`config.mk`:
```
export PLATFORM = sky130hd
export DESIGN_NAME = sub16_pipe
export DESIGN_NICKNAME = d
export VERILOG_FILES = /design/src/rtl/sub16_pkg.sv /design/src/rtl/sub_half.sv /design/src/rtl/sub16_pipe.sv
export SDC_FILE = /design/constraint.sdc
export NUM_CORES = 1
export LEC_CHECK = 0
export CAP_MARGIN = 20
export CORE_UTILIZATION = 45
export CTS_CLUSTER_DIAMETER = 60
export DETAILED_ROUTE_END_ITERATION = 8
export GPL_TIMING_DRIVEN = 0
export PLACE_DENSITY = 0.86
export SYNTH_ARGS = -nofsm -noshare
export SYNTH_HDL_FRONTEND = slang
export SYNTH_SLANG_ARGS = --single-unit
```
`constraint.sdc`:
```
create_clock -name clk -period 1.8 [get_ports clk]
set_input_delay 0.36 -clock clk [delete_from_list [all_inputs] [get_ports clk]]
set_output_delay 0.36 -clock clk [all_outputs]
set_load 0.01 [all_outputs]
```
`src/rtl/sub16_pkg.sv`:
```
// rtl/sub16_pkg.sv - shared widths and types for the pipelined subtractor
package sub16_pkg;

    localparam int WIDTH_DEF = 16;
    localparam int HALF      = WIDTH_DEF / 2;

    typedef logic [HALF-1:0]      half_t;
    typedef logic [WIDTH_DEF-1:0] word_t;

endpackage

```
`src/rtl/sub_half.sv`:
```
// rtl/sub_half.sv - combinational half-width subtract with borrow in and borrow out
module sub_half
    import sub16_pkg::*;
#(
    parameter int W = HALF
) (
    input  logic [W-1:0] x,
    input  logic [W-1:0] y,
    input  logic         bin,
    output logic [W-1:0] d,
    output logic         bout
);

    logic [W:0] full;

    // One extra bit catches the borrow: any negative result sets bit W.
    assign full = {1'b0, x} - {1'b0, y} - {{W{1'b0}}, bin};
    assign d    = full[W-1:0];
    assign bout = full[W];

endmodule

```
`src/rtl/sub16_pipe.sv`:
```
// rtl/sub16_pipe.sv - two-stage valid/ready subtractor, signed overflow flag under SUB16_OVF_EN
module sub16_pipe
    import sub16_pkg::*;
#(
    parameter int WIDTH = WIDTH_DEF
) (
    input  logic             clk,
    input  logic             rst,
    input  logic             in_valid,
    output logic             in_ready,
    input  logic [WIDTH-1:0] a,
    input  logic [WIDTH-1:0] b,
    output logic             out_valid,
    input  logic             out_ready,
    output logic [WIDTH-1:0] o,
    output logic             borrow,
    output logic             ovf
);

    localparam int H = WIDTH / 2;

    logic         s1_valid_q, s1_valid_d;
    logic         s2_valid_q, s2_valid_d;
    logic [H-1:0] lo_q, lo_d;
    logic         bl_q, bl_d;
    logic [H-1:0] a_hi_q, b_hi_q;
    logic [H-1:0] hi_d;
    logic         bh_d;
    logic [WIDTH-1:0] o_q;
    logic         borrow_q;
    logic         accept;
    logic         s2_adv;

    sub_half #(.W(H)) u_lo (
        .x    (a[H-1:0]),
        .y    (b[H-1:0]),
        .bin  (1'b0),
        .d    (lo_d),
        .bout (bl_d)
    );

    sub_half #(.W(H)) u_hi (
        .x    (a_hi_q),
        .y    (b_hi_q),
        .bin  (bl_q),
        .d    (hi_d),
        .bout (bh_d)
    );

    assign s2_adv   = s1_valid_q & (~s2_valid_q | out_ready);
    assign in_ready = ~s1_valid_q | s2_adv;
    assign accept   = in_valid & in_ready;

    always_comb begin
        s1_valid_d = s1_valid_q;
        s2_valid_d = s2_valid_q;
        if (accept) begin
            s1_valid_d = 1'b1;
        end else if (s2_adv) begin
            s1_valid_d = 1'b0;
        end
        if (s2_adv) begin
            s2_valid_d = 1'b1;
        end else if (out_ready) begin
            s2_valid_d = 1'b0;
        end
    end

    always_ff @(posedge clk) begin
        if (rst) begin
            s1_valid_q <= 1'b0;
            s2_valid_q <= 1'b0;
            lo_q       <= '0;
            bl_q       <= 1'b0;
            a_hi_q     <= '0;
            b_hi_q     <= '0;
            o_q        <= '0;
            borrow_q   <= 1'b0;
        end else begin
            s1_valid_q <= s1_valid_d;
            s2_valid_q <= s2_valid_d;
            if (accept) begin
                lo_q   <= lo_d;
                bl_q   <= bl_d;
                a_hi_q <= a[WIDTH-1:H];
                b_hi_q <= b[WIDTH-1:H];
            end
            if (s2_adv) begin
                o_q      <= {hi_d, lo_q};
                borrow_q <= bh_d;
            end
        end
    end

`ifdef SUB16_OVF_EN
    logic ovf_q, ovf_d;

    // The operand sign bits are already held as the MSBs of the high halves.
    assign ovf_d = (a_hi_q[H-1] != b_hi_q[H-1]) & (hi_d[H-1] != a_hi_q[H-1]);

    always_ff @(posedge clk) begin
        if (rst) begin
            ovf_q <= 1'b0;
        end else if (s2_adv) begin
            ovf_q <= ovf_d;
        end
    end

    assign ovf = ovf_q;
`else
    assign ovf = 1'b0;
`endif

    assign out_valid = s2_valid_q;
    assign o         = o_q;
    assign borrow    = borrow_q;

endmodule
```
-- Word-level counts from Yosys, hierarchy flattened
Cells that the tools add are included.
- bits in registers: 44
- bits of input ports: 36
- output and inout bits: 20
- word-level logic and storage cells: 23
- $add $sub $neg: 3
- multiplexer cells: 4
- bitwise operators: 6
- reductions and logical operators: 2
- operators by type and width (operator ; number):
    $sub A8 B8 Y9 ; 2
    $sub A9 B1 Y9 ; 1
    $mux W1 ; 4
    $reduce_bool A2 Y1 ; 2
    $and A1 B1 Y1 ; 2
    $not A1 Y1 ; 2
    $or A1 B1 Y1 ; 2

-- Longest topological paths before layout
Gate-level depths: netlist of run 1.
- word-level depth: 6
- depth in mapped cells: 9
- gate-level depth less buffers: 9

-- Modules after synthesis
From an unflattened synthesis of run 1, not the netlist that was laid out.
- cells, all modules: 349
- area, all modules: 3002.9 um2
- by module, submodules not included (module ; instances ; cells each ; area each (um2)):
    sub16_pipe ; 1 ; 197 ; 1894.3
    sub_half ; 2 ; 76 ; 554.3

-- Worst setup path before layout of run 1
OpenSTA, ideal clock, no wires.
- path kind: register to register
- start: register bl_q
- end: register o_q[15] (netlist: o[15])
- setup time: 0.120 ns
- arrival time: 1.814 ns
- data required time: 1.680 ns
- slack: -0.135 ns
- stages on the path, launching flop included: 10
- clock period less this slack: 1.935 ns
- path through: dfxtp_1 -> inv_1 -> fa_1 -> inv_1 -> ha_1 -> o21ai_1 -> a21boi_2 -> o31ai_1 -> or4_1 -> nand3_1
- longest elaborated chain between the ends: 1
- ends and longest elaborated chain (element ; RTL line ; text):
    from (decl) ; sub16_pipe.sv:25 ; logic bl_q, bl_d;
    from (signal assigned) ; sub16_pipe.sv:84 ; bl_q <= bl_d;
    $sub A9 B1 Y9 ; sub_half.sv:17 ; assign full = {1'b0, x} - {1'b0, y} - {{W{1'b0}}, bin};
    to (signal assigned) ; sub16_pipe.sv:89 ; o_q <= {hi_d, lo_q};
    to (decl) ; sub16_pipe.sv:29 ; logic [WIDTH-1:0] o_q;
Every way passes these cells.
A chain may end at the register's enable or synchronous reset.

-- Final worst setup path of run 1
- start: register bl_q
- end: register o_q[13] (netlist: o[13])
The elaborated chain is that of the path after synthesis.

==> flow_summary.toml, run 1 <==
[run_status]
outcome = "finished, violations left"
violations = "negative setup slack"

[route]
drc = 0
wl_mm = 6.28
ant_nets = 0
wl_per_cell_um = 13.9
viasPerCell = 5.23
drt_iter0_drc = 186
dr.pass1.iters = 4
via_count = 2368

[final_layout]
final_common_cell = "nand2_1"
stdcell_area_um2 = 3530
insertedDiodeCount = 0
final_cell_mix = "nand2_1, clkdlybuf4s50_1, dfxtp_1, a21oi_1, inv_1"
stdcell_count = 453
nets = 443
flow.area_growth_from_synthesis_pct = 44.2
drive_above_1_share = 0.217
fillCellCount = 382

[synthesis]
postSynthCellCount = 309
syn_area_um2 = 2450
synth.avg_cell_area_um2 = 7.93
ys_seq_area_frac = 0.359
synth_edf_count = 0
synthDistinctLibCells = 44
synth_top_family_by_area = "simple AND/OR/NAND/NOR gates"
synth_compound_area_frac = 0.176
yosys_warnings = 0
ys.flop_type = "dfxtp_1"
ys_async_sr_fraction = 0
yosys.area_share.simple = 0.226
synth.area.mux_share = 0.00408
ys_ff_latch = 44
synthAdderAreaFrac = 0.137
synth-xor-area-share = 0.0107
syn-num-nets = 370

[sta]
setup_tns_ps = -959
fin_ws_ps = -243
layout_min_cycle_time_ps = 2040
fin_crit_sh = 1.13
setup_viol = 6
rsz0062_at_grt = "true"
skew_ps = 4.41
slew_viol_final = 0
hold_violations = 0
max_freq_ghz = 0.490

[floorplan]
core_um2 = 5170
io_pins = 56
fp.dieH_um = 75.8
initial_core_util = 0.474
fp.dieArea_um2 = 5750
rows = 26
dieWidth_um = 75.8

[worst_setup_path]
startpoint = "bl_q"
timing_worst_setup_path_type = "flip-flop to flip-flop"
reg2reg_from = "bl_q"
end_kind = "flip-flop"
cp_top_family = "adder cells"
cp_slowest_stage_delay_ps = 610
critPathRequiredTime_ps = 2040
reg2reg_slack_ps = -240
critPathBufInv = 1
cp_num_cells = 8
reg2regPathDepth = 8
crit_chain = "inv_2, fa_2, ha_4, o21ai_4, a21boi_2, o22ai_1, or4_1, nand3_1"
path_max_fanout = 3
startpoint_type = "flip-flop"
cp_slowest_cell = "fa_2"
crit_arrival_ps = 2280

[global_routing]
grt_overflow_total = 0
grt_max_degree = 15
antenna_found_initial = 0
grt_pass1_wl_mm = 9.36
grt_use_total = 0.220
grt_pass1_vias = 2100

[clock_tree]
clock-sinks = 44
cts_root_buf = "clkbuf_8"
cts_tree = "yes"
clock_path_buffers = 2
path_clk_slew_ps = 80
clk-insertion-delay-late_ps = 300
cts_buffers = 5
h-tree-depth = 2

[place]
placed_cells = 433
io_buffers = 54
placed_cell_area_um2 = 3100
hpwl_mm = 4.18
place_congestion = 0.833

[power_and_ir_drop]
peakVddDrop_uv = 404
powerDensity_nw_per_um2 = 756
leakage_nw = 1.44

[hold_path]
hold_class = "flip-flop to flip-flop"
min_from = "lo_q[2]"
whs_path_depth = 2

[flow_run]
max-cap-violations = 0
## report_power, final
part           switching [W]  leakage [nW]  internal (W)
clock               0.000337        0.0541      0.000410
combinational       0.000406          1.03      0.000436
sequential         0.0000403         0.363       0.00104
## Yosys cell counts, types with 2 or more instances
cell	n	share of area
nand4b_1	4	0.014
nand3b_1	6	0.018
o31a_1	2	0.0071
nor3b_1	2	0.0061
inv_1	33	0.051
a211oi_2	4	0.020
nor2_1	16	0.025
o21ai_2	2	0.0071
nor2b_1	4	0.010
dfxtp_1	44	0.36
nand3_1	5	0.010
buf_4	2	0.0061
o21ai_0	4	0.0082
ha_1	22	0.11
nor3_1	3	0.0061
or4_1	4	0.012
o22ai_1	2	0.0051
o21a_1	2	0.0061
a211oi_1	4	0.012
nand2_1	66	0.10
clkbuf_1	3	0.0046
a21oi_1	36	0.074
buf_2	10	0.020
fa_1	3	0.025
and2_1	2	0.0051
xnor2_1	3	0.011
o21ai_1	4	0.0082
## cells by family (layout without fill, tap and decap cells)
family / after synthesis / in the layout
simple gates: 118 / 118
fa+ha+maj: 25 / 25
flops: 44 / 44
mux: 1 / 1
xor+xnor: 3 / 3
compound gates: 68 / 68
other cells: 1 / 1
buf+inv: 49 / 123
## metal layers
| layer | wire, um | vias up | global-route usage |
|---|---|---|---|
| met5 | 0 | - | 0 |
| met4 | 175 | 0 | 0.109 |
| met3 | 287 | 13 | 0.0370 |
| met2 | 3200 | 80 | 0.363 |
| met1 | 2620 | 1101 | 0.277 |
| li1 | - | 1174 | - |
## path summary, 6_finish.rpt
path           end
max          o[13]
min           o[2]
max reg2reg  o[13]
min reg2reg   o[2]
## cell type report
cell class	instances	area [um^2]	share of cell area
multi-input cells	216	1600	0.452
clock buffers	5	68.8	0.0195
plain buffers	16	88.8	0.0251
well taps	70	87.6	0.0248
flip-flops and latches	44	886	0.251
repair buffers	66	638	0.181
inverters	33	124	0.0351
clock inverters	3	42.5	0.0120
## per-stage QoR
stage                     setup WS (ps)  total power, W   util  hold slack, ps
after global placement             -563         0.00173  0.600             438
after CTS                          -174         0.00254  0.642             458
final                              -243         0.00267  0.683             455
after detailed placement           -604         0.00175  0.600             447
after global routing               -333         0.00280  0.683             475
after floorplan                   -78.3         0.00152      -             427
## sequential cells by signal, indices dropped and copies added (netlist names)
register    cells
o              16
a_hi_q          8
b_hi_q          8
lo_q            8
bl_q            1
borrow          1
out_valid       1
s1_valid_q      1
## repair_timing
item                                    CTS  global route
resized for setup                        23            31
endpoints found under the setup margin   10            32
setup buffers                             4             8
pin swaps                                14            21
cloned                                    0             0
hold buffers                              0             0
## worst min-delay path, stage by stage (launching register included)
cell	delay [ps]
dfxtp_1	320
nand2_1	50
a21oi_1	50
Note: power is estimated with default switching activity, not from simulation.
==> inputs of run 2 (changes only) <==
--- a/config.mk
+++ b/config.mk
@@ -7,7 +7,6 @@
 export LEC_CHECK = 0
 export CAP_MARGIN = 20
 export CORE_UTILIZATION = 45
-export CTS_CLUSTER_DIAMETER = 60
 export DETAILED_ROUTE_END_ITERATION = 8
 export GPL_TIMING_DRIVEN = 0
 export PLACE_DENSITY = 0.86
==> results of run 2 <==
The final DEF is identical to that of run 1; final timing and power are the same.
==> inputs of run 3 (changes only) <==
--- a/config.mk
+++ b/config.mk
@@ -6,10 +6,10 @@
 export NUM_CORES = 1
 export LEC_CHECK = 0
 export CAP_MARGIN = 20
-export CORE_UTILIZATION = 45
+export CORE_UTILIZATION = 50
 export DETAILED_ROUTE_END_ITERATION = 8
 export GPL_TIMING_DRIVEN = 0
-export PLACE_DENSITY = 0.86
+export PLACE_DENSITY = 0.9
 export SYNTH_ARGS = -nofsm -noshare
 export SYNTH_HDL_FRONTEND = slang
 export SYNTH_SLANG_ARGS = --single-unit
==> constraint.sdc (replaced) <==
create_clock -name clk -period 2.3 [get_ports clk]
set_input_delay 0.46 -clock clk [delete_from_list [all_inputs] [get_ports clk]]
set_output_delay 0.46 -clock clk [all_outputs]
set_load 0.01 [all_outputs]
==> run 3 against run 2 <==
The flow now finishes without violations. Largest cell class unchanged. Sequential share of layout area grew 2.6 points. Combinational power is 39% lower. Sequential power fell by 22%. Clock power decreased by 29%. Total power decreased by 30%. Clock skew is essentially flat. Critical path type is now primary input to flip-flop.
==> flow_summary.toml, run 3 (synthesis gave the netlist of run 1 again) <==
[run_status]
outcome = "finished clean"

[sta]
max_slew_margin = 0.663
hold_violations = 0
skew_ps = 4.35
rsz0062_at_grt = "false"
max_freq_ghz = 0.468
setup_tns_ps = 0
setup_viol = 0
slew_viol_final = 0
fin_ws_ps = 161
layout_min_cycle_time_ps = 2140
tightest_slew_ps = 505
fin_crit_sh = 0.930

[place]
placed_cells = 430
place_congestion = 0.824
io_buffers = 54
hpwl_mm = 4.18
pre_cts_slack_ps = -171

[global_routing]
grt_pass1_vias = 2251
antenna_found_initial = 0
grt_use_met1 = 0.232
grt_overflow_total = 0
use_met2 = 0.425
grt_util_met3 = 0.0556
grt_max_degree = 15
busiest_layer = "met2"
grt_pass1_wl_mm = 9.10
grt_use_total = 0.227

[route]
wl_mm = 5.55
ant_nets = 0
wl_per_cell_um = 12.7
drc = 0
viasPerCell = 5.24
via_count = 2295
drt_iter0_drc = 93
dr.pass1.iters = 6

[floorplan]
dieWidth_um = 72.0
initial_core_util = 0.519
rows = 25
fp.dieH_um = 72.0
io_pins = 56
fp.dieArea_um2 = 5190
core_um2 = 4720

[final_layout]
insertedDiodeCount = 0
multi_input_area_um2 = 1370
stdcell_count = 438
nets = 431
flow.area_growth_from_synthesis_pct = 29.8
fillCellCount = 396
largest_reg_flops = 16
final_cell_mix = "nand2_1, clkdlybuf4s50_1, dfxtp_1, a21oi_1, inv_1"
final_common_cell = "nand2_1"
final-seq-area_um2 = 881
drive_above_1_share = 0.0863

[clock_tree]
clock_path_buffers = 2
clk-insertion-delay-late_ps = 310
h-tree-depth = 2
cts_tree = "yes"
path_clk_slew_ps = 90
cts_setup_buffers = 0
cts_buffers = 5
clock-sinks = 44
cts_root_buf = "clkbuf_8"

[power_and_ir_drop]
powerDensity_nw_per_um2 = 592
peakVddDrop_uv = 353
leakage_nw = 1.32
power_w = 0.00188

[hold_path]
hold_class = "flip-flop to flip-flop"
whs_path_depth = 2

[worst_setup_path]
end_kind = "flip-flop"
path_max_fanout = 3
timing_worst_setup_path_type = "primary input to flip-flop"
critPathRequiredTime_ps = 2500
startpoint_type = "primary input"
reg2regPathDepth = 8
crit_arrival_ps = 2330

[flow_run]
max-cap-violations = 0
[run 3: power by group]
| group | switching (W) | leakage, nW | internal (W) | total (W) |
|---|---|---|---|---|
| Clock | 0.000284 | 0.0434 | 0.000243 | 0.000527 |
| Combinational | 0.000255 | 0.918 | 0.000255 | 0.000510 |
| Sequential | 0.0000294 | 0.361 | 0.000815 | 0.000844 |
[run 3: repair_timing]
action,4_1_cts,5_1_grt
endpoints found under the setup margin,0,2
gates resized for setup,0,2
hold buffers,0,0
[run 3: worst max-delay path, cell delays in order]
cell,delay (ps)
clkdlybuf4s50_1,450
inv_1,40
ha_1,210
fa_1,400
nor2b_2,160
o31a_1,190
o221a_1,200
o21ai_1,70
o2bb2ai_1,130
[run 3: metrics by stage]
stage / hold WS (ps) / util / cell area, um^2
2_1_floorplan: 427 / - / 2450
3_3_place_gp: 437 / 0.651 / 3080
3_5_place_dp: 446 / 0.651 / 3080
4_1_cts: 456 / 0.672 / 3170
5_1_grt: 474 / 0.673 / 3180
6_report: 456 / 0.673 / 3180
[run 3: path summary, 6_finish.rpt]
kind	from	end	slack, ps
max reg2reg	bl_q	o[13]	170
max	a[0]	bl_q	160
min	lo_q[0]	o[0]	460
min reg2reg	lo_q[0]	o[0]	460
[run 3: layout make-up]
type | count | share of cell area
Multi-Input combinational cell | 216 | 0.430
Inverter | 33 | 0.0389
Clock inverter | 2 | 0.00472
Clock buffer | 6 | 0.0260
Tap cell | 67 | 0.0264
Sequential cell | 44 | 0.277
Buffer | 16 | 0.0275
Timing Repair Buffer | 54 | 0.170
[run 3: per-layer routing]
metal	wire, um	up-vias
met3	269	16
li1	-	1147
met5	0	-
met4	163	0
met1	2290	1057
met2	2830	75
